<file path="src/rtl/alu_sliced_seq.sv">
`default_nettype none
// ============================================================================
// Module   : alu_sliced_seq
// Brief    : Multi-cycle ALU processing one SLICE-bit chunk per clock, LSB
//            first, with the carry registered between slices. Optional macro
//            ALU_LOGIC_FASTPATH_EN lets AND/OR finish in a single cycle.
// Revision : 1.0 - initial release
// ============================================================================
module alu_sliced_seq #(
    parameter int WIDTH = 32,
    parameter int SLICE = 16
) (
    input  logic             clk,
    input  logic             rst,
    input  logic             in_valid,
    output logic             in_ready,
    input  logic [WIDTH-1:0] a,
    input  logic [WIDTH-1:0] b,
    input  logic [2:0]       op,
    output logic             out_valid,
    input  logic             out_ready,
    output logic [WIDTH-1:0] result,
    output logic             zero,
    output logic             carry,
    output logic             overflow
);

    localparam int NSLICES = ((WIDTH / SLICE) < 1) ? 1 : (WIDTH / SLICE);
    localparam int IDX_W   = (NSLICES > 1) ? $clog2(NSLICES) : 1;

    localparam logic [IDX_W-1:0] C_LAST_IDX = IDX_W'(NSLICES - 1);
    localparam logic [1:0]       C_OP_SLT   = 2'b11;

    typedef enum logic [1:0] {
        S_IDLE = 2'd0,
        S_RUN  = 2'd1,
        S_DONE = 2'd2
    } state_t;

    state_t           r_state;
    logic [WIDTH-1:0] r_a;
    logic [WIDTH-1:0] r_b;      // already conditionally inverted (B')
    logic [1:0]       r_op;
    logic [IDX_W-1:0] r_idx;
    logic             r_cy;

    logic [SLICE-1:0] w_a_sl;
    logic [SLICE-1:0] w_b_sl;
    logic [SLICE-1:0] w_logic_sl;
    logic [SLICE-1:0] w_slice_res;
    logic [SLICE:0]   w_sum;
    logic             w_ovf;
    logic             w_less;
    logic             w_last;
    logic [WIDTH-1:0] w_next_result;

    // Select the active slice with constant-index muxing.
    always_comb begin
        w_a_sl = '0;
        w_b_sl = '0;
        for (int i = 0; i < NSLICES; i++) begin
            if (r_idx == IDX_W'(i)) begin
                w_a_sl = r_a[i*SLICE +: SLICE];
                w_b_sl = r_b[i*SLICE +: SLICE];
            end
        end
    end

    always_comb begin
        w_sum       = {1'b0, w_a_sl} + {1'b0, w_b_sl} + {{SLICE{1'b0}}, r_cy};
        // Signed overflow: operands agree in sign but the sum does not.
        w_ovf       = (w_a_sl[SLICE-1] == w_b_sl[SLICE-1]) &&
                      (w_sum[SLICE-1] != w_a_sl[SLICE-1]);
        w_less      = w_sum[SLICE-1] ^ w_ovf;
        w_logic_sl  = r_op[0] ? (w_a_sl | w_b_sl) : (w_a_sl & w_b_sl);
        w_slice_res = r_op[1] ? w_sum[SLICE-1:0] : w_logic_sl;
        w_last      = (r_idx == C_LAST_IDX);
    end

    always_comb begin
        w_next_result = result;
        for (int i = 0; i < NSLICES; i++) begin
            if (r_idx == IDX_W'(i)) begin
                w_next_result[i*SLICE +: SLICE] = w_slice_res;
            end
        end
        if (w_last && (r_op == C_OP_SLT)) begin
            w_next_result = WIDTH'(w_less);
        end
    end

`ifdef ALU_LOGIC_FASTPATH_EN
    logic [WIDTH-1:0] w_fast_b;
    logic [WIDTH-1:0] w_fast_res;

    always_comb begin
        w_fast_b   = op[2] ? ~b : b;
        w_fast_res = op[0] ? (a | w_fast_b) : (a & w_fast_b);
    end
`endif

    always_ff @(posedge clk) begin
        if (rst) begin
            r_state   <= S_IDLE;
            in_ready  <= 1'b1;
            out_valid <= 1'b0;
            result    <= '0;
            zero      <= 1'b0;
            carry     <= 1'b0;
            overflow  <= 1'b0;
            r_a       <= '0;
            r_b       <= '0;
            r_op      <= '0;
            r_idx     <= '0;
            r_cy      <= 1'b0;
        end else begin
            case (r_state)
                S_IDLE: begin
                    if (in_valid && in_ready) begin
                        r_a      <= a;
                        r_b      <= op[2] ? ~b : b;
                        r_op     <= op[1:0];
                        r_cy     <= op[2];
                        r_idx    <= '0;
                        in_ready <= 1'b0;
`ifdef ALU_LOGIC_FASTPATH_EN
                        if (!op[1]) begin
                            result    <= w_fast_res;
                            zero      <= (w_fast_res == '0);
                            carry     <= 1'b0;
                            overflow  <= 1'b0;
                            out_valid <= 1'b1;
                            r_state   <= S_DONE;
                        end else begin
                            r_state   <= S_RUN;
                        end
`else
                        r_state  <= S_RUN;
`endif
                    end
                end

                S_RUN: begin
                    result <= w_next_result;
                    r_cy   <= w_sum[SLICE];
                    r_idx  <= r_idx + 1'b1;
                    if (w_last) begin
                        zero      <= (w_next_result == '0);
                        carry     <= r_op[1] & w_sum[SLICE];
                        overflow  <= r_op[1] & w_ovf;
                        out_valid <= 1'b1;
                        r_state   <= S_DONE;
                    end
                end

                S_DONE: begin
                    // Result and flags stay frozen until the consumer takes them.
                    if (out_ready) begin
                        out_valid <= 1'b0;
                        in_ready  <= 1'b1;
                        r_state   <= S_IDLE;
                    end
                end

                default: begin
                    r_state   <= S_IDLE;
                    in_ready  <= 1'b1;
                    out_valid <= 1'b0;
                end
            endcase
        end
    end

endmodule
`default_nettype wire
</file>
<file path="config.mk">
export PLATFORM = sky130hd
export DESIGN_NAME = alu_sliced_seq
export DESIGN_NICKNAME = d
export VERILOG_FILES = /design/src/rtl/alu_sliced_seq.sv
export SDC_FILE = /design/constraint.sdc
export NUM_CORES = 1
export LEC_CHECK = 0
export CORE_AREA = 2 2 117 119
export DETAILED_ROUTE_END_ITERATION = 10
export DIE_AREA = 0 0 119 121
export PLACE_DENSITY = 0.77
export SETUP_SLACK_MARGIN = 0.4
export SYNTH_ARGS = -nofsm -noshare
export SYNTH_HDL_FRONTEND = slang
export SYNTH_SLANG_ARGS = --single-unit
</file>
<file path="constraint.sdc">
create_clock -name clk -period 4.3 [get_ports clk]
set_clock_uncertainty 0.1 [all_clocks]
set_input_delay 0.43 -clock clk [delete_from_list [all_inputs] [get_ports clk]]
set_output_delay 0.43 -clock clk [all_outputs]
set_load 0.05 [all_outputs]
</file>
Yosys cells after proc, flatten, opt, wreduce, memory -nomap -nowiden
Index checks and enable logic that the tools add are counted.

Bits in registers: 107. Latch bits: 0. RAM bits: 0. Memory bits (read-only): 0. Bits of input ports: 71. Output and inout port bits: 37. Word-level logic and storage cells: 64. Memories: 0.

Add/subtract/negate cells: 3. Multiply operators: 0. Div/mod/pow operators: 0. Magnitude comparators: 0. Equality and inequality tests: 8. Shift operators: 0. Mux-type cells: 21. Bitwise logic cells: 8. Reduce and logical (&&, ||, !) cells: 12.

Operator list (number): two-way mux 16 bit (6); two-way mux 32 bit (2); zero test 32 bit (1); inverter 32 bit (1); adder 16 x 16 -> 17 bit (1); adder 17 x 1 -> 17 bit (1); bitwise AND 16 bit (1); OR 16 bit (1); AND reduction 3 bit (3); two-way mux 2 bit (3); != test 2 bit (second input constant) (3); one-hot mux 1 bit (3 select lines) (2); one-hot mux 2 bit (3 select lines) (1); AND reduction 2 bit (3); two-way mux 1 bit (5); equality test 2 bit (second input constant) (2); one-hot mux 1 bit (2 select lines) (2); logical AND 1 bit (3); bitwise AND 1 bit (2); equality test 2 x 1 -> 1 bit (second input constant) (1); zero test 2 bit (1); inverter 1 bit (2); nonzero test 2 bit (1); adder 1 bit (second input constant) (1); other kinds (3) (3).

Logic depth before layout (Yosys ltp)
Gate-level depths: netlist of run 1.

Depth in word-level cells: 8. Gate-level depth with buffers: 17. Gate-level depth less buffers: 13.

Worst setup path before layout of run 1
OpenSTA, ideal clock, no wires.

Path type: register to register. Start point: register r_idx. End point: register zero. Library setup time: 0.087 ns. Arrival time: 4.386 ns. Required time: 4.113 ns. Setup slack: -0.273 ns. Cell stages (with the launch flop): 18. Buffers on the path: 4. Period minus slack after synthesis: 4.573 ns. Path through: dfxtp_1 clkbuf_1 clkbuf_1 buf_2 buf_1 mux2i_1 inv_1 fa_1 inv_1 fa_1 nand2b_1 a21oi_1 o2111a_1 or4_4 or4_1 o311ai_1 o2111ai_1 o31ai_1.

Cells in the longest elaborated chain, start to end: 8. Elaborated cells between the ends (all ways): 18. Classes of those cells: add/sub (2); eq/ne (2); mux (7); bitwise (3); reduce/logical (4).

Ends and longest elaborated chain: start, declared (line 44) `logic [IDX_W-1:0] r_idx;`; start signal, assigned (line 146) `r_idx <= r_idx + 1'b1;`; two-way mux 16 bit (line 62) `if (r_idx == IDX_W'(i)) begin`; adder 16 x 16 -> 17 bit (line 70) `w_sum = {1'b0, w_a_sl} + {1'b0, w_b_sl} + {{SLICE{1'b0}}, r_cy};`; adder 17 x 1 -> 17 bit (line 70); != test 1 bit (line 73) `(w_sum[SLICE-1] != w_a_sl[SLICE-1]);`; logical AND 1 bit (line 72) `w_ovf = (w_a_sl[SLICE-1] == w_b_sl[SLICE-1]) &&`; bitwise XOR 1 bit (line 74) `w_less = w_sum[SLICE-1] ^ w_ovf;`; two-way mux 32 bit (line 87) `if (w_last && (r_op == C_OP_SLT)) begin`; zero test 32 bit (line 148) `zero <= (w_next_result == '0);`; end signal, assigned (line 148); end, declared (line 23) `output logic zero,`.

Several ways; a longest one is shown, not always the timed one. A chain may end at the register's enable or synchronous reset.

Final worst setup path of run 1
Same ends and word-level chain as after synthesis.

==> results of run 1 <==
==> path summary, 6_finish.rpt <==
| check | slack, ns | startpoint | to | cells past startpoint |
|---|---|---|---|---|
| setup / recovery | 0.57 | r_idx | zero | 11 |
| hold / removal | 0.36 | r_a[6] | r_a[6] | 2 |
| setup reg to reg | 0.57 | r_idx | zero | 11 |
| hold reg to reg | 0.36 | r_a[6] | r_a[6] | 2 |
==> state kept, by name (all words and copies together) (netlist names) <==
signal / flops
r_a: 32
r_b: 32
result: 32
r_op: 2
r_state: 2
carry: 1
in_ready: 1
out_valid: 1
overflow: 1
r_cy: 1
r_idx: 1
zero: 1
==> cells by family after synthesis <==
group | count (synthesis)
muxes | 32
adders and majority gates | 34
and+or+nand+nor | 279
DFF | 107
xor gates and xnor gates | 35
buffers and inverters | 101
AOI/OAI and AO/OA | 221
==> per-stage QoR <==
stage / power (mW) / area [um^2]
after global routing: 2.87 / 7920
after CTS: 2.72 / 7840
final: 2.73 / 7920
after global placement: 1.87 / 7540
after floorplan: 1.66 / 6390
after detailed placement: 1.89 / 7540
==> power by group <==
group / internal (mW) / switching (mW) / total (mW)
logic: 0.324 / 0.439 / 0.763
clock network: 0.460 / 0.387 / 0.846
registers: 1.06 / 0.0586 / 1.12
total: 1.85 / 0.884 / 2.73
==> cells in the final DEF (no fill, tap or decap), drive strengths merged, types with 7 or more instances in the layout <==
cell and n:
buf 28, a22oi 9, nand3b 8, clkbuf 10
a31oi 8, ha 32, or3 7, nand3 11
nand2b 7, nor2 95, nand2 98, inv 43
nor3 17, a211oi 51, dfxtp 107, a21oi 74
a21o 13, xnor2 35, mux2i 32, o21ai 23
clkdlybuf4s50 105
==> layer usage <==
layer	part of all wire, %	vias to the layer above	wire (um)
met5	0	-	0
met4	1.6	0	254
li1	-	3000	-
met3	6.2	20	982
met2	43	212	6750
met1	49	2701	7740
==> what timing repair did <==
item,CTS,global route
buffers inserted,0,8
gates resized for setup,1,5
endpoints found under the setup margin,1,2
==> worst max-delay path, stage by stage, from the launching register on <==
cell and delay, ns:
dfxtp_4 0.47, buf_4 0.16, mux2i_1 0.28, ha_1 0.36, or2_2 0.35, a31o_1 0.29, o2111a_1 0.16, or4_4 0.55
or4_1 0.42, o311ai_1 0.10, o2111ai_1 0.16, o31ai_1 0.25
==> area by class of cell <==
cell class | count | area share [%]
multi-input cells | 601 | 48.4
clock inverters | 6 | 0.916
flip-flops and latches | 107 | 27.1
clock buffers | 10 | 2.89
inverters | 40 | 1.90
repair buffers | 133 | 16.0
well taps | 176 | 2.78
==> impl_metrics.ini, run 1 <==
[setup_path]
timing_worst_setup_path_type = flip-flop to flip-flop
worst-endpoint-arrival_ns = 3.90
timing.critical_path.fanout_max = 13
critPathCaptureType = flip-flop
worst-endpoint-required_ns = 4.47
crit_path_launch_type = flip-flop

[clock_network]
cts_max_path_buffers = 2
number_of_buffers_created_by_cts = 9
htreeDepth = 3
tritoncts_clock_tree = done
clock_sinks = 107
clock_insertion_delay_worst_skew_ns = 0.35
clockRootBuffer = clkbuf_16
clk_transition_reported_paths_ns = 0.07
cts_hold_buffers = 0

[global_route]
grt_pass1_vias = 5277
gr-usage-all-layers_pct = 22.0
pin_count_of_the_biggest_net_entering_global_routing = 52
gr_layer_usage_met3_pct = 2.96
groute.layer.met1.usage_pct = 32.8
grt_pass1_wl_mm = 25.9
busiest_layer = met1
grt.overflow.total = 0
grtUsageMet2_pct = 32.5
number_of_antenna_violations_at_the_first_check_in_global_routing = 0

[synthesis]
synth_common_cells = dfxtp_1, nand2_1, nor2_1, a21oi_1, a211oi_1
synth_adder_area_share_pct = 6.95
library_cell_occupying_the_most_area_in_the_post_synthesis_netlist = dfxtp_1
postSynth.topFlopCell = dfxtp_1
synth_most_common_cell = dfxtp_1
edff_count_synth = 0
synth-simple-area-share_pct = 20.1
synthCells = 809
synth.cell_area_um2 = 6340
synth_top_family_by_area = compound AO/OA/AOI/OAI gates
synth_sequential_area_ratio_pct = 33.8
synthDistinctLibCells = 65
synth.top_cells.by_area = dfxtp_1, ha_1, a211oi_1, a21oi_1, nand2_1
synth.avg_cell_area_um2 = 7.84
synth_seq_cells = 107
postSynth.asyncResetShare_pct = 0
post_synthesis_net_count = 914
synth_compound_gate_area_share_pct = 23.1
ys.warnings.count = 0
area_share_of_the_largest_cell_type_after_synthesis_pct = 33.8
synth.mux.area_fraction_pct = 5.05
synth-xor-area-share_pct = 4.84

[floorplan]
io_pins = 108
fp.coreArea_um2 = 13100
die-area_um2 = 14400
rows = 42
chipWidth_um = 119
initial_core_util_pct = 48.4
die_height_um = 121

[drt]
route.final.wire_length_mm = 15.7
postRouteAntennaNets = 0
detailroute.via_count = 5933
drc_markers = 0
wire_per_inst_um = 14.7
via_cell_ratio = 5.53
drt_pass1_iterations = 7
drt_first_iter_violations = 413

[placed_design]
numPortBuffers = 107
dp_hpwl_mm = 11.6
dp_slack_ns = 0.372
routabilityCongestion = 0.910
place_inst = 1049

[layout]
layout.area.seq_um2 = 2150
fraction_of_final_layout_cells_sized_beyond_drive_strength_1_pct = 7.02
finalNonFillerCells = 1073
multiInputGateArea_um2 = 3840
diodes = 0
post-route-util_pct = 60.5
finish.net_count = 997
layout_stage_area_growth_over_the_synthesis_result_pct = 25.0
fillers = 1178

[timing]
timing.fmax_mhz = 268
fin_setup_tns_ns = 0
finalCritPeriodShare_pct = 86.8
holdWs_ns = 0.358
final_critical_path_setup_slack_ns = 0.569
finalSetupViolations = 0
timing.slew.headroom_pct = 20.9
fin_crit_ns = 3.73
grt_setup_unrepaired = false
worst_slew_pin_slew_ns = 1.18
final-max-slew-violation-count = 0
final_hold_viol_count = 0

[power_and_ir_drop]
vdd_drop_max_mv = 0.244
leakage_nw = 3.09
cellPowerDensity_nw_per_um2 = 345

[flow_run]
cap_violations = 0

[run_status]
status = completed

[worst_hold_path]
hold_path.class = flip-flop to flip-flop
Note: power is estimated with default switching activity, not from simulation.
==> run 2, diff against run 1 <==
--- a/config.mk
+++ b/config.mk
@@ -10,6 +10,7 @@
 export DIE_AREA = 0 0 119 121
 export PLACE_DENSITY = 0.77
 export SETUP_SLACK_MARGIN = 0.4
+export SKIP_CTS_REPAIR_TIMING = 1
 export SYNTH_ARGS = -nofsm -noshare
 export SYNTH_HDL_FRONTEND = slang
 export SYNTH_SLANG_ARGS = --single-unit
==> results of run 2 <==
Final layout, timing and power as in run 1 (identical DEF).
==> run 3, diff against run 2 <==
--- a/config.mk
+++ b/config.mk
@@ -6,6 +6,7 @@
 export NUM_CORES = 1
 export LEC_CHECK = 0
 export CORE_AREA = 2 2 117 119
+export CTS_CLUSTER_DIAMETER = 80
 export DETAILED_ROUTE_END_ITERATION = 10
 export DIE_AREA = 0 0 119 121
 export PLACE_DENSITY = 0.77
==> results of run 3 <==
Final layout, timing and power as in run 1 (identical DEF).
==> RTL change (flow settings as in run 1) <==
Change the parameter `SLICE` from 16 to 8.
--- a/src/rtl/alu_sliced_seq.sv
+++ b/src/rtl/alu_sliced_seq.sv
@@ -8,7 +8,7 @@
 // ============================================================================
 module alu_sliced_seq #(
     parameter int WIDTH = 32,
-    parameter int SLICE = 16
+    parameter int SLICE = 8
 ) (
     input  logic             clk,
     input  logic             rst,
Check against the original RTL: not equivalent (Yosys sat finds a counterexample within 4 cycles, from zero or initial values and one cycle with rst high).
==> RTL change against run 1 <==
Combinational power is 23% lower; wire length is 0.39% higher; critical path depth is 9 higher; first-iteration DRC count is 25% higher; worst setup slack worse by 200 ps; final area is 6.2% lower; utilization is 3.7 points lower; power is 8.5% lower; sequential cell count is 1 higher; area after synthesis is 8.2% lower; highest routed layer unchanged.
==> RTL change: results (changes against run 1) <==
Run status
  – Run status: completed (unchanged)

Finish
  – Diodes inserted: 0 (unchanged)
  – Fillers: 1211 (was 1178)
  – Layout cell share with drive strength beyond 1: 7.438% (was 7.023%)
  – Regs by FF count: r_a x32, r_b x32, result x32 (unchanged)
  – Nets: 937 (was 997)

Power and ir drop
  – Internal power: 1766 uW (was 1848 uW)
  – Pleak: 0.002857 uW (was 0.003085 uW)
  – Peak VDD IR: 0.1900 mV (was 0.2438 mV)

Logic synthesis
  – Warning count from the yosys run: 0 (unchanged)
  – Sequential share of the synthesized area: 37.16% (was 33.79%)
  – Synth top cells by count: nor2_1, dfxtp_1, nand2_1 (was dfxtp_1, nand2_1, nor2_1)
  – Synth top area cells: dfxtp_1, nor2_1, a21oi_1, nand2_1, a211oi_1 (was dfxtp_1, ha_1, a211oi_1, a21oi_1, nand2_1)
  – Main synth FF type: dfxtp_1 (unchanged)
  – Ys async rst share: 0% (unchanged)
  – Netlist cell types: 58 (was 65)
  – Post-Syn Nets: 852 (was 914)

Clocking
  – Maximum root-to-sink buffer count: 2 (unchanged)
  – Clock slew at the register clock pins of the worst setup and hold paths: 70 ps (about the same)
  – Htree depth: 3 (unchanged)
  – Worst-Skew Late Latency: 340 ps
  – CTS buffer count: 9 (unchanged)
  – CTS Root Cell: clkbuf_16 (unchanged)

Detailed routing
  – Final wirelength: 15780 um (was 15720 um)
  – Initial DRT Pass Iterations: 5 (was 7)
  – Via count: 5535 (was 5933)
  – Starting DRC count in detailed routing: 518 (was 413)

Global routing
  – Initial antenna violation count: 0 (unchanged)
  – First-pass GRT wire length: 25480 um (was 25940 um)
  – Vias in the first global route: 5131 (was 5277)
  – Largest net degree at the start of global routing: 72 (was 52)
  – GRT Overall Usage: 21.94% (was 22.03%)

Placed design
  – Placer Congestion: 0.9570 (was 0.9103)
  – Count of input and output buffers: 107 (unchanged)
  – Post-place setup slack: 139.6 ps (was 371.8 ps)
  – DP Wirelength: 11240 um (was 11560 um)
  – Placed Area: 7041 um^2 (was 7538 um^2)

Min path
  – Min-delay worst type: flop to flop (unchanged)

Worst setup path
  – Worst Path Max Fanout: 8 (was 13)
  – Crit path arrival time: 4080 ps (was 3900 ps)

Timing
  – Slew headroom: 38.52% (was 20.92%)
[RTL change: worst max-delay path: stages (launching register included)]
cell and delay (ps):
dfxtp_2 360, inv_2 70, ha_4 180, inv_4 90
and3_1 150, a21oi_1 40, nor2_1 90, a21oi_1 60
nor2_1 100, a21o_1 130, inv_1 80, fa_2 370
fa_1 530, nand2b_4 140, o31ai_2 120, nand4bb_1 240
a2111oi_2 320, nand3_1 130, o41ai_2 200, a41oi_1 130
a311oi_1 210
[RTL change: cell families after synthesis]
logic type | count (synthesis) | share of synthesized area [%]
flip-flops | 108 | 37.16
adder cells (fa/ha/maj) | 22 | 4.989
XOR/XNOR | 37 | 5.570
buffers and inverters | 86 | 5.613
multiplexers | 2 | 0.3441
AO/OA/AOI/OAI | 218 | 24.80
AND/OR/NAND/NOR | 286 | 21.53
[RTL change: final cells by class]
| cell class | count | share of cell area [%] |
|---|---|---|
| multi-input combinational | 565 | 45.52 |
| sequential | 108 | 29.11 |
| timing repair buffer | 132 | 17.17 |
| inverter | 28 | 1.447 |
| clock buffer | 10 | 3.080 |
| tap | 176 | 2.962 |
| clock inverter | 4 | 0.7068 |
[RTL change: timing repair]
| item | in CTS | in global routing |
|---|---|---|
| hold buffers | 0 | 0 |
| pin swaps | 2 | 1 |
| endpoints found under the setup margin | 2 | 4 |
| resized for setup | 10 | 3 |
| setup buffers | 5 | 1 |
| hold endpoints to repair | 0 | 0 |
[RTL change: metrics by stage]
stage,hold slack [ps],util [%],cells,power [uW]
2_1_floorplan,331.9,-,759,1508
3_3_place_gp,343.7,53.81,1003,1682
3_5_place_dp,346.9,53.81,1003,1690
4_1_cts,356.5,56.66,1022,2500
5_1_grt,379.2,56.82,1023,2620
6_report,355.6,56.82,1023,2500
[RTL change: final timing paths]
| kind | to | cells past startpoint | start | slack, ps |
|---|---|---|---|---|
| worst min-delay path | r_a[3]$_SDFFE_PP0P_ | 2 | r_a[3]$_SDFFE_PP0P_ | 360 |
| worst max-delay path | zero$_SDFFE_PP0P_ | 20 | r_idx[1]$_SDFFE_PP0P_ | 370 |
| worst min register to register | r_a[3]$_SDFFE_PP0P_ | 2 | r_a[3]$_SDFFE_PP0P_ | 360 |
| worst max register to register | zero$_SDFFE_PP0P_ | 20 | r_idx[1]$_SDFFE_PP0P_ | 370 |
[RTL change: power by group through the flow]
stage | clock (uW) | combinational (uW) | sequential, uW
floorplan | 0 | 379 | 1130
global placement | 0 | 555 | 1130
detailed placement | 0 | 561 | 1130
CTS | 813 | 581 | 1110
global route | 856 | 649 | 1110
finish | 804 | 588 | 1110
[RTL change: metal layers]
| layer | share of wire [%] | global-route usage (%) |
|---|---|---|
| met1 | 44 | 28.00 |
| met2 | 48 | 36.96 |
| met3 | 6.9 | 4.229 |
| met4 | 1.8 | 7.961 |
| met5 | 0 | 0 |
